<file path="src/rtl/psram_arbiter_if.sv">
// Bundle between the PSRAM arbiter, the quad-SPI PSRAM controller and the two requesters.
// The slave modport is the arbiter's view; master is the environment driving it.
interface psram_arbiter_if;
    localparam int unsigned ADDR_W = 23;
    localparam int unsigned DATA_W = 16;

    logic              qpi_on;
    logic              endcommand;
    logic [DATA_W-1:0] psram_data_out;
    logic [ADDR_W-1:0] psram_address;
    logic [1:0]        psram_read_write;
    logic              psram_quad_start;
    logic [DATA_W-1:0] psram_data_in;

    logic              wr_req;
    logic [ADDR_W-1:0] wr_addr;
    logic [DATA_W-1:0] wr_data;
    logic              wr_ack;
    logic              rd_req;
    logic [ADDR_W-1:0] rd_addr;
    logic              rd_valid;
    logic [DATA_W-1:0] rd_data;
    logic              busy;
    logic              timeout_err;

    modport slave (
        input  qpi_on, endcommand, psram_data_out,
        input  wr_req, wr_addr, wr_data, rd_req, rd_addr,
        output psram_address, psram_read_write, psram_quad_start, psram_data_in,
        output wr_ack, rd_valid, rd_data, busy, timeout_err
    );

    modport master (
        output qpi_on, endcommand, psram_data_out,
        output wr_req, wr_addr, wr_data, rd_req, rd_addr,
        input  psram_address, psram_read_write, psram_quad_start, psram_data_in,
        input  wr_ack, rd_valid, rd_data, busy, timeout_err
    );
endinterface

</file>
<file path="src/rtl/psram_arbiter.sv">
// Sequencer and write/read arbiter sharing one quad-SPI PSRAM channel, with
// endcommand blanking, inter-op gap and a completion watchdog.
module psram_arbiter #(
    parameter int unsigned BLANK        = 2,
    parameter int unsigned GAP          = 2,
    parameter int unsigned TIMEOUT      = 64,
    parameter int unsigned MAX_WR_BURST = 8
) (
    input  logic           mem_clk,
    input  logic           rst,
    psram_arbiter_if.slave bus
);
    localparam int unsigned ADDR_W  = 23;
    localparam int unsigned DATA_W  = 16;
    localparam int unsigned CNT_W   = 8;
    localparam int unsigned WD_W    = 8;
    localparam int unsigned BURST_W = 4;

    localparam logic [1:0] RW_NONE  = 2'd0;
    localparam logic [1:0] RW_WRITE = 2'd1;
    localparam logic [1:0] RW_READ  = 2'd2;

    localparam logic [CNT_W-1:0]   BLANK_LAST = CNT_W'(BLANK - 1);
    localparam logic [CNT_W-1:0]   GAP_LAST   = CNT_W'(GAP - 1);
    localparam logic [WD_W-1:0]    WD_LAST    = WD_W'(TIMEOUT - 1);
    localparam logic [BURST_W-1:0] BURST_MAX  = BURST_W'(MAX_WR_BURST);

    typedef enum logic [2:0] {INIT, IDLE, ISSUE, BLANK_W, WAIT_END, GAP_W} state_t;

    state_t              state_q, state_d;
    state_t              end_state_c;
    logic [CNT_W-1:0]    cnt_q, cnt_d;
    logic [WD_W-1:0]     wdog_q, wdog_d;
    logic [BURST_W-1:0]  burst_q, burst_d;
    logic [ADDR_W-1:0]   addr_q, addr_d;
    logic [DATA_W-1:0]   din_q, din_d;
    logic [1:0]          rw_q, rw_d;
    logic                qs_q, qs_d;
    logic                wr_ack_q, wr_ack_d;
    logic                rd_valid_q, rd_valid_d;
    logic [DATA_W-1:0]   rd_data_q, rd_data_d;
    logic                busy_q, busy_d;
    logic                terr_q, terr_d;
    logic                grant_rd_c;
    logic                finish_c;
    logic                abort_c;

    // State register
    always_ff @(posedge mem_clk) begin
        if (rst) state_q <= INIT;
        else     state_q <= state_d;
    end

    // Next state and next values of every registered output
    always_comb begin
        state_d     = state_q;
        cnt_d       = cnt_q;
        wdog_d      = wdog_q;
        burst_d     = burst_q;
        addr_d      = addr_q;
        din_d       = din_q;
        rw_d        = rw_q;
        qs_d        = 1'b0;
        wr_ack_d    = 1'b0;
        rd_valid_d  = 1'b0;
        rd_data_d   = rd_data_q;
        terr_d      = terr_q;
        grant_rd_c  = 1'b0;
        finish_c    = 1'b0;
        abort_c     = 1'b0;
        end_state_c = bus.qpi_on ? IDLE : INIT;

        unique case (state_q)
            INIT: begin
                if (bus.qpi_on) state_d = IDLE;
            end
            IDLE: begin
                if (!bus.qpi_on) begin
                    state_d = INIT;
                end else if (bus.wr_req || bus.rd_req) begin
                    // Writes win unless they have already starved a pending read for a full burst
                    grant_rd_c = bus.rd_req && (!bus.wr_req || burst_q == BURST_MAX);
                    if (grant_rd_c) begin
                        addr_d  = bus.rd_addr;
                        rw_d    = RW_READ;
                        burst_d = '0;
                    end else begin
                        addr_d = bus.wr_addr;
                        din_d  = bus.wr_data;
                        rw_d   = RW_WRITE;
                        if (!bus.rd_req)            burst_d = '0;
                        else if (burst_q != BURST_MAX) burst_d = burst_q + BURST_W'(1);
                    end
                    qs_d    = 1'b1;
                    wdog_d  = '0;
                    cnt_d   = '0;
                    state_d = ISSUE;
                end
            end
            ISSUE: begin
                wdog_d  = wdog_q + WD_W'(1);
                state_d = (BLANK == 0) ? WAIT_END : BLANK_W;
            end
            BLANK_W: begin
                wdog_d = wdog_q + WD_W'(1);
                if (wdog_q == WD_LAST) begin
                    abort_c = 1'b1;
                end else if (cnt_q == BLANK_LAST) begin
                    cnt_d   = '0;
                    state_d = WAIT_END;
                end else begin
                    cnt_d = cnt_q + CNT_W'(1);
                end
            end
            WAIT_END: begin
                wdog_d = wdog_q + WD_W'(1);
                if (bus.endcommand)        finish_c = 1'b1;
                else if (wdog_q == WD_LAST) abort_c = 1'b1;
            end
            GAP_W: begin
                if (cnt_q == GAP_LAST) state_d = end_state_c;
                else                   cnt_d   = cnt_q + CNT_W'(1);
            end
            default: state_d = INIT;
        endcase

        // A watchdog abort still acknowledges the requester so nobody deadlocks
        if (finish_c || abort_c) begin
            if (rw_q == RW_WRITE) begin
                wr_ack_d = 1'b1;
            end else begin
                rd_valid_d = 1'b1;
                if (finish_c) rd_data_d = bus.psram_data_out;
            end
            if (abort_c) terr_d = 1'b1;
            rw_d    = RW_NONE;
            cnt_d   = '0;
            state_d = (GAP == 0) ? end_state_c : GAP_W;
        end

        busy_d = (state_d != INIT) && (state_d != IDLE);
    end

    // Datapath and output registers
    always_ff @(posedge mem_clk) begin
        if (rst) begin
            cnt_q      <= '0;
            wdog_q     <= '0;
            burst_q    <= '0;
            addr_q     <= '0;
            din_q      <= '0;
            rw_q       <= RW_NONE;
            qs_q       <= 1'b0;
            wr_ack_q   <= 1'b0;
            rd_valid_q <= 1'b0;
            rd_data_q  <= '0;
            busy_q     <= 1'b0;
            terr_q     <= 1'b0;
        end else begin
            cnt_q      <= cnt_d;
            wdog_q     <= wdog_d;
            burst_q    <= burst_d;
            addr_q     <= addr_d;
            din_q      <= din_d;
            rw_q       <= rw_d;
            qs_q       <= qs_d;
            wr_ack_q   <= wr_ack_d;
            rd_valid_q <= rd_valid_d;
            rd_data_q  <= rd_data_d;
            busy_q     <= busy_d;
            terr_q     <= terr_d;
        end
    end

    assign bus.psram_address    = addr_q;
    assign bus.psram_data_in    = din_q;
    assign bus.psram_read_write = rw_q;
    assign bus.psram_quad_start = qs_q;
    assign bus.wr_ack           = wr_ack_q;
    assign bus.rd_valid         = rd_valid_q;
    assign bus.rd_data          = rd_data_q;
    assign bus.busy             = busy_q;
    assign bus.timeout_err      = terr_q;
endmodule
</file>
<file path="src/flat_wrapper.sv">
// flat-port wrapper written by rule: the top's interface ports become plain ports
module psram_arbiter_flat 
#(
    parameter int unsigned BLANK        = 2,
    parameter int unsigned GAP          = 2,
    parameter int unsigned TIMEOUT      = 64,
    parameter int unsigned MAX_WR_BURST = 8
)
  (mem_clk, rst, bus_qpi_on, bus_endcommand, bus_psram_data_out, bus_wr_req, bus_wr_addr, bus_wr_data, bus_rd_req, bus_rd_addr, bus_psram_address, bus_psram_read_write, bus_psram_quad_start, bus_psram_data_in, bus_wr_ack, bus_rd_valid, bus_rd_data, bus_busy, bus_timeout_err);
  psram_arbiter_if bus_i ();
  input  logic mem_clk;
  input  logic rst;
  input wire logic [$bits(bus_i.qpi_on)-1:0] bus_qpi_on;
  input wire logic [$bits(bus_i.endcommand)-1:0] bus_endcommand;
  input wire logic [$bits(bus_i.psram_data_out)-1:0] bus_psram_data_out;
  input wire logic [$bits(bus_i.wr_req)-1:0] bus_wr_req;
  input wire logic [$bits(bus_i.wr_addr)-1:0] bus_wr_addr;
  input wire logic [$bits(bus_i.wr_data)-1:0] bus_wr_data;
  input wire logic [$bits(bus_i.rd_req)-1:0] bus_rd_req;
  input wire logic [$bits(bus_i.rd_addr)-1:0] bus_rd_addr;
  output wire logic [$bits(bus_i.psram_address)-1:0] bus_psram_address;
  output wire logic [$bits(bus_i.psram_read_write)-1:0] bus_psram_read_write;
  output wire logic [$bits(bus_i.psram_quad_start)-1:0] bus_psram_quad_start;
  output wire logic [$bits(bus_i.psram_data_in)-1:0] bus_psram_data_in;
  output wire logic [$bits(bus_i.wr_ack)-1:0] bus_wr_ack;
  output wire logic [$bits(bus_i.rd_valid)-1:0] bus_rd_valid;
  output wire logic [$bits(bus_i.rd_data)-1:0] bus_rd_data;
  output wire logic [$bits(bus_i.busy)-1:0] bus_busy;
  output wire logic [$bits(bus_i.timeout_err)-1:0] bus_timeout_err;
  assign bus_i.qpi_on = bus_qpi_on;
  assign bus_i.endcommand = bus_endcommand;
  assign bus_i.psram_data_out = bus_psram_data_out;
  assign bus_i.wr_req = bus_wr_req;
  assign bus_i.wr_addr = bus_wr_addr;
  assign bus_i.wr_data = bus_wr_data;
  assign bus_i.rd_req = bus_rd_req;
  assign bus_i.rd_addr = bus_rd_addr;
  assign bus_psram_address = bus_i.psram_address;
  assign bus_psram_read_write = bus_i.psram_read_write;
  assign bus_psram_quad_start = bus_i.psram_quad_start;
  assign bus_psram_data_in = bus_i.psram_data_in;
  assign bus_wr_ack = bus_i.wr_ack;
  assign bus_rd_valid = bus_i.rd_valid;
  assign bus_rd_data = bus_i.rd_data;
  assign bus_busy = bus_i.busy;
  assign bus_timeout_err = bus_i.timeout_err;
  psram_arbiter #(.BLANK(BLANK), .GAP(GAP), .TIMEOUT(TIMEOUT), .MAX_WR_BURST(MAX_WR_BURST)) u_core (.mem_clk(mem_clk), .rst(rst), .bus(bus_i));
endmodule
</file>
<file path="config.mk">
export PLATFORM = sky130hd
export DESIGN_NAME = psram_arbiter_flat
export DESIGN_NICKNAME = d
export VERILOG_FILES = /design/src/rtl/psram_arbiter_if.sv /design/src/rtl/psram_arbiter.sv /design/src/flat_wrapper.sv
export SDC_FILE = /design/constraint.sdc
export NUM_CORES = 1
export LEC_CHECK = 0
export BUFFER_PORTS_ARGS = -buffer_cell sky130_fd_sc_hd__buf_2
export CAP_MARGIN = 20
export CORE_MARGIN = 2
export CORE_UTILIZATION = 44
export CTS_BUF_LIST = sky130_fd_sc_hd__clkbuf_8 sky130_fd_sc_hd__clkbuf_16
export DETAILED_ROUTE_END_ITERATION = 10
export PLACE_DENSITY = 0.86
export SYNTH_ARGS = -nofsm -noshare
export SYNTH_HDL_FRONTEND = slang
export SYNTH_SLANG_ARGS = --single-unit
</file>
<file path="constraint.sdc">
create_clock -name mem_clk -period 1.7 [get_ports mem_clk]
set_input_delay 0.085 -clock mem_clk [delete_from_list [all_inputs] [get_ports mem_clk]]
set_output_delay 0.085 -clock mem_clk [all_outputs]
set_load 0.01 [all_outputs]
</file>
==> metrics.md <==
| Metric | Value |
|---|---|
| CTS Sinks | 85 |
| Top cell type's share of synthesized area | 46.45% |
| DR vias | 3915 |
| Vias per Instance | 5.327 |
| Final Hold Violating Endpoints | 0 |
| CP endpoint kind | flop |
| Ports | 146 |
| Final setup fails | 0 |
| Synth area leaders | dfxtp_1 (46%), nand2_1 (8.4%), a21oi_1 (6.6%) |
| Period utilization | 98.95% |
| Largest area contributor in the netlist | dfxtp_1 |
| Worst-Margin Slew | 445.8 ps |
| CTS tree | built |
| Syn-to-layout area delta | 47.13% |
| Vias in the first global route | 3630 |
| Gr ovfl total | 0 |
| Synthesized Nets | 522 |
| Synth warn | 0 |
| Async SR Flop Fraction | 0% |
| Leak pwr | 2.254 nW |
| Synth cell types | 49 |
| Filler Cell Count | 600 |
| Clock latency on the worst-skew pair | 360 ps |
| Root buffer cell | clkbuf_8 |
| Highest clock rate | 594.5 MHz |
| Std-Cell Rows | 33 |
| Initial Utilization | 45.04% |
| Mean Syn Cell Area | 8.461 sq um |
| EDFF count, synth | 0 |
| Post-synthesis sequential area ratio | 46.45% |
| Total wire length | 10730 microns |
| # port buffers | 145 |
| Final #Nets | 714 |
| Crit path max fanout | 6 |
| Die X | 95.25 microns |
| R2R Path End | u_core.cnt_q[7]$_SDFFE_PP0P_ |
| Largest net degree at the start of global routing | 51 |
| CTS max path bufs | 2 |
| Clock buffer count from CTS | 9 |
| Commonest cells after routing, fill and taps aside | buf_2 (145), nand2_1 (82), dfxtp_1 (77), a21oi_1 (47), nor2_1 (41) |
| ANT cells | 0 |
| Clock-pin slew on the worst setup and hold paths | 90 ps |
| Router iterations before antenna repair | 5 |
| Tmin final | 1682 ps |
| Util after Layout | 66.27% |
| Worst Setup EP | u_core.cnt_q[7]$_SDFFE_PP0P_ |
| Cells after Synth | 433 |
| Share of layout cells above drive strength 1 | 35.71% |
| Setup TNS | 0 ps |
| Hold Path Class | in2reg |
| Cell Chain, Critical Path | nand4bb_4 -> o21ai_1 -> and2_4 -> or4_1 -> a21oi_2 |
| Critical path's slowest cell | or4_1 |
| Status | complete, no violations |
| Crit start category | flop |
| DR DRC count | 0 |
| Avg WL per Cell | 14.60 microns |
| Gr usage total | 22.10% |
| Critical path arrival | 1970 ps |
| # H-tree levels | 3 |
| Reg2reg start | u_core.wdog_q[7]$_SDFFE_PP0P_ |
| Reg2reg setup slack | 20 ps |
| Slew HR | 70.28% |
| Pwr dens | 743.1 nW/um^2 |
| Worst hold path stage count | 3 |
| Path depth of the worst reg2reg path | 5 |
| Core area | 8134 sq um |
| Critical path depth | 5 |
| Dpl hpwl | 7056 microns |
| Peak supply drop | 0.0004147 V |
| Slew Limit Fails | 0 |
| Die area | 9072 sq um |
| Die Height | 95.25 microns |
| Clk_skew | 9.580 ps |
| CP max stage delay | 520 ps |
| Post-route ant nets | 0 |
| GP Congestion | 0.8975 |
| Initial drt markers | 180 |
| Req. time, crit path | 1990 ps |
| CP delay by family, top | simple AND/OR/NAND/NOR gates |
| MaxCap Viol Count | 0 |
| Antenna violations before repair | 0 |
| Top_reg_cell synth | dfxtp_1 |
| Cell Area, Synth | 3664 sq um |
| CP Class | reg2reg |
| Seq cells post-synth | 85 |
| Critical path startpoint | u_core.wdog_q[7]$_SDFFE_PP0P_ |
| Most common cell after layout, fill and taps aside | buf_2 |
| First-pass GRT wire length | 15690 microns |
| Buffers & Inverters on Critical Path | 0 |
-- state kept, by name, summed over array words and instances (netlist names), 2 cells and up --
register and flops:
u_core.burst_q 4, u_core.bus.psram_address 23, u_core.bus.psram_data_in 16, u_core.bus.psram_read_write 2
u_core.bus.rd_data 16, u_core.cnt_q 8, u_core.state_q 3, u_core.wdog_q 8
-- power by group --
part	switching, W	total, W	internal [W]
combinational	0.000280	0.000574	0.000294
sequential	0.0000309	0.00207	0.00204
clock	0.000764	0.00136	0.000593
total	0.00107	0.00401	0.00293
-- metal layers --
metal  global-route usage, %  vias to the layer above  part of all wire (%)
met5                       0                        -                     0
met4                   10.27                        0                   2.2
met3                   4.822                       22                   7.9
met2                   41.08                      197                    52
met1                   23.59                     1793                    38
li1                        -                     1903                     -
-- Yosys cell counts, types with 4 or more instances --
library cell	instances
a211oi_1	25
a21oi_1	48
and3_1	5
buf_2	8
clkbuf_1	16
dfxtp_1	85
ha_1	5
inv_1	6
mux2i_1	23
nand2_1	82
nand3_1	7
nand4_1	6
nor2_1	44
nor3_1	6
o21ai_0	6
or4_1	4
xnor2_1	4
xor2_1	5
-- final cells by class --
class                   count  area (sq um)  area share (%)
clock buffers              10         137.6           2.553
flip-flops and latches     85          1712           31.75
well taps                 105         131.4           2.437
repair buffers            208          1380           25.60
clock inverters             6         52.55          0.9749
multi-input cells         315          1954           36.26
inverters                   6         22.52          0.4178
-- per-stage QoR --
stage | power [W] | hold slack [ps] | cells | cell area, sq um | worst slack, ps
after floorplan | 0.002360 | 221.0 | 433 | 3664 | 20.35
after global placement | 0.002574 | 326.1 | 683 | 4668 | 60.12
after detailed placement | 0.002589 | 334.1 | 683 | 4668 | -38.18
after CTS | 0.003995 | 48.89 | 731 | 5192 | 2.199
after global routing | 0.004195 | 53.19 | 735 | 5390 | -23.13
final | 0.004005 | 58.05 | 735 | 5390 | 17.91
-- logic make-up (layout without fill, tap and decap cells) --
| family | after synthesis | count (layout) | share of synthesized area (%) |
|---|---|---|---|
| buf+inv | 33 | 230 | 3.962 |
| xor+xnor | 9 | 9 | 2.151 |
| mux | 23 | 23 | 6.284 |
| simple gates | 176 | 176 | 22.06 |
| fa+ha+maj | 5 | 5 | 1.708 |
| flops | 85 | 85 | 46.45 |
| compound gates | 102 | 102 | 17.38 |
-- timing repair --
item,CTS,global route
endpoints found under the hold margin,32,0
gates resized for setup,4,26
endpoints found under the setup margin,7,40
pin swaps,1,2
buffers inserted,0,2
gates cloned,0,2
hold buffers,32,0
-- how the worst min path moves through the flow --
| stage | start | to |
|---|---|---|
| floorplan | bus_wr_data[0] | u_core.bus.psram_data_in[0]$_SDFFE_PP0P_ |
| global placement | bus_psram_data_out[14] | u_core.bus.rd_data[14]$_SDFFE_PP0P_ |
| detailed placement | bus_psram_data_out[2] | u_core.bus.rd_data[2]$_SDFFE_PP0P_ |
| CTS | bus_wr_addr[6] | u_core.bus.psram_address[6]$_SDFFE_PP0P_ |
| global route | bus_wr_addr[6] | u_core.bus.psram_address[6]$_SDFFE_PP0P_ |
| finish | bus_wr_addr[6] | u_core.bus.psram_address[6]$_SDFFE_PP0P_ |
-- tightest hold or removal path, cell delays in order --
cell and delay [ps]:
buf_2 90, mux2i_1 110, a211oi_1 80
(Power assumes the default switching activity.)
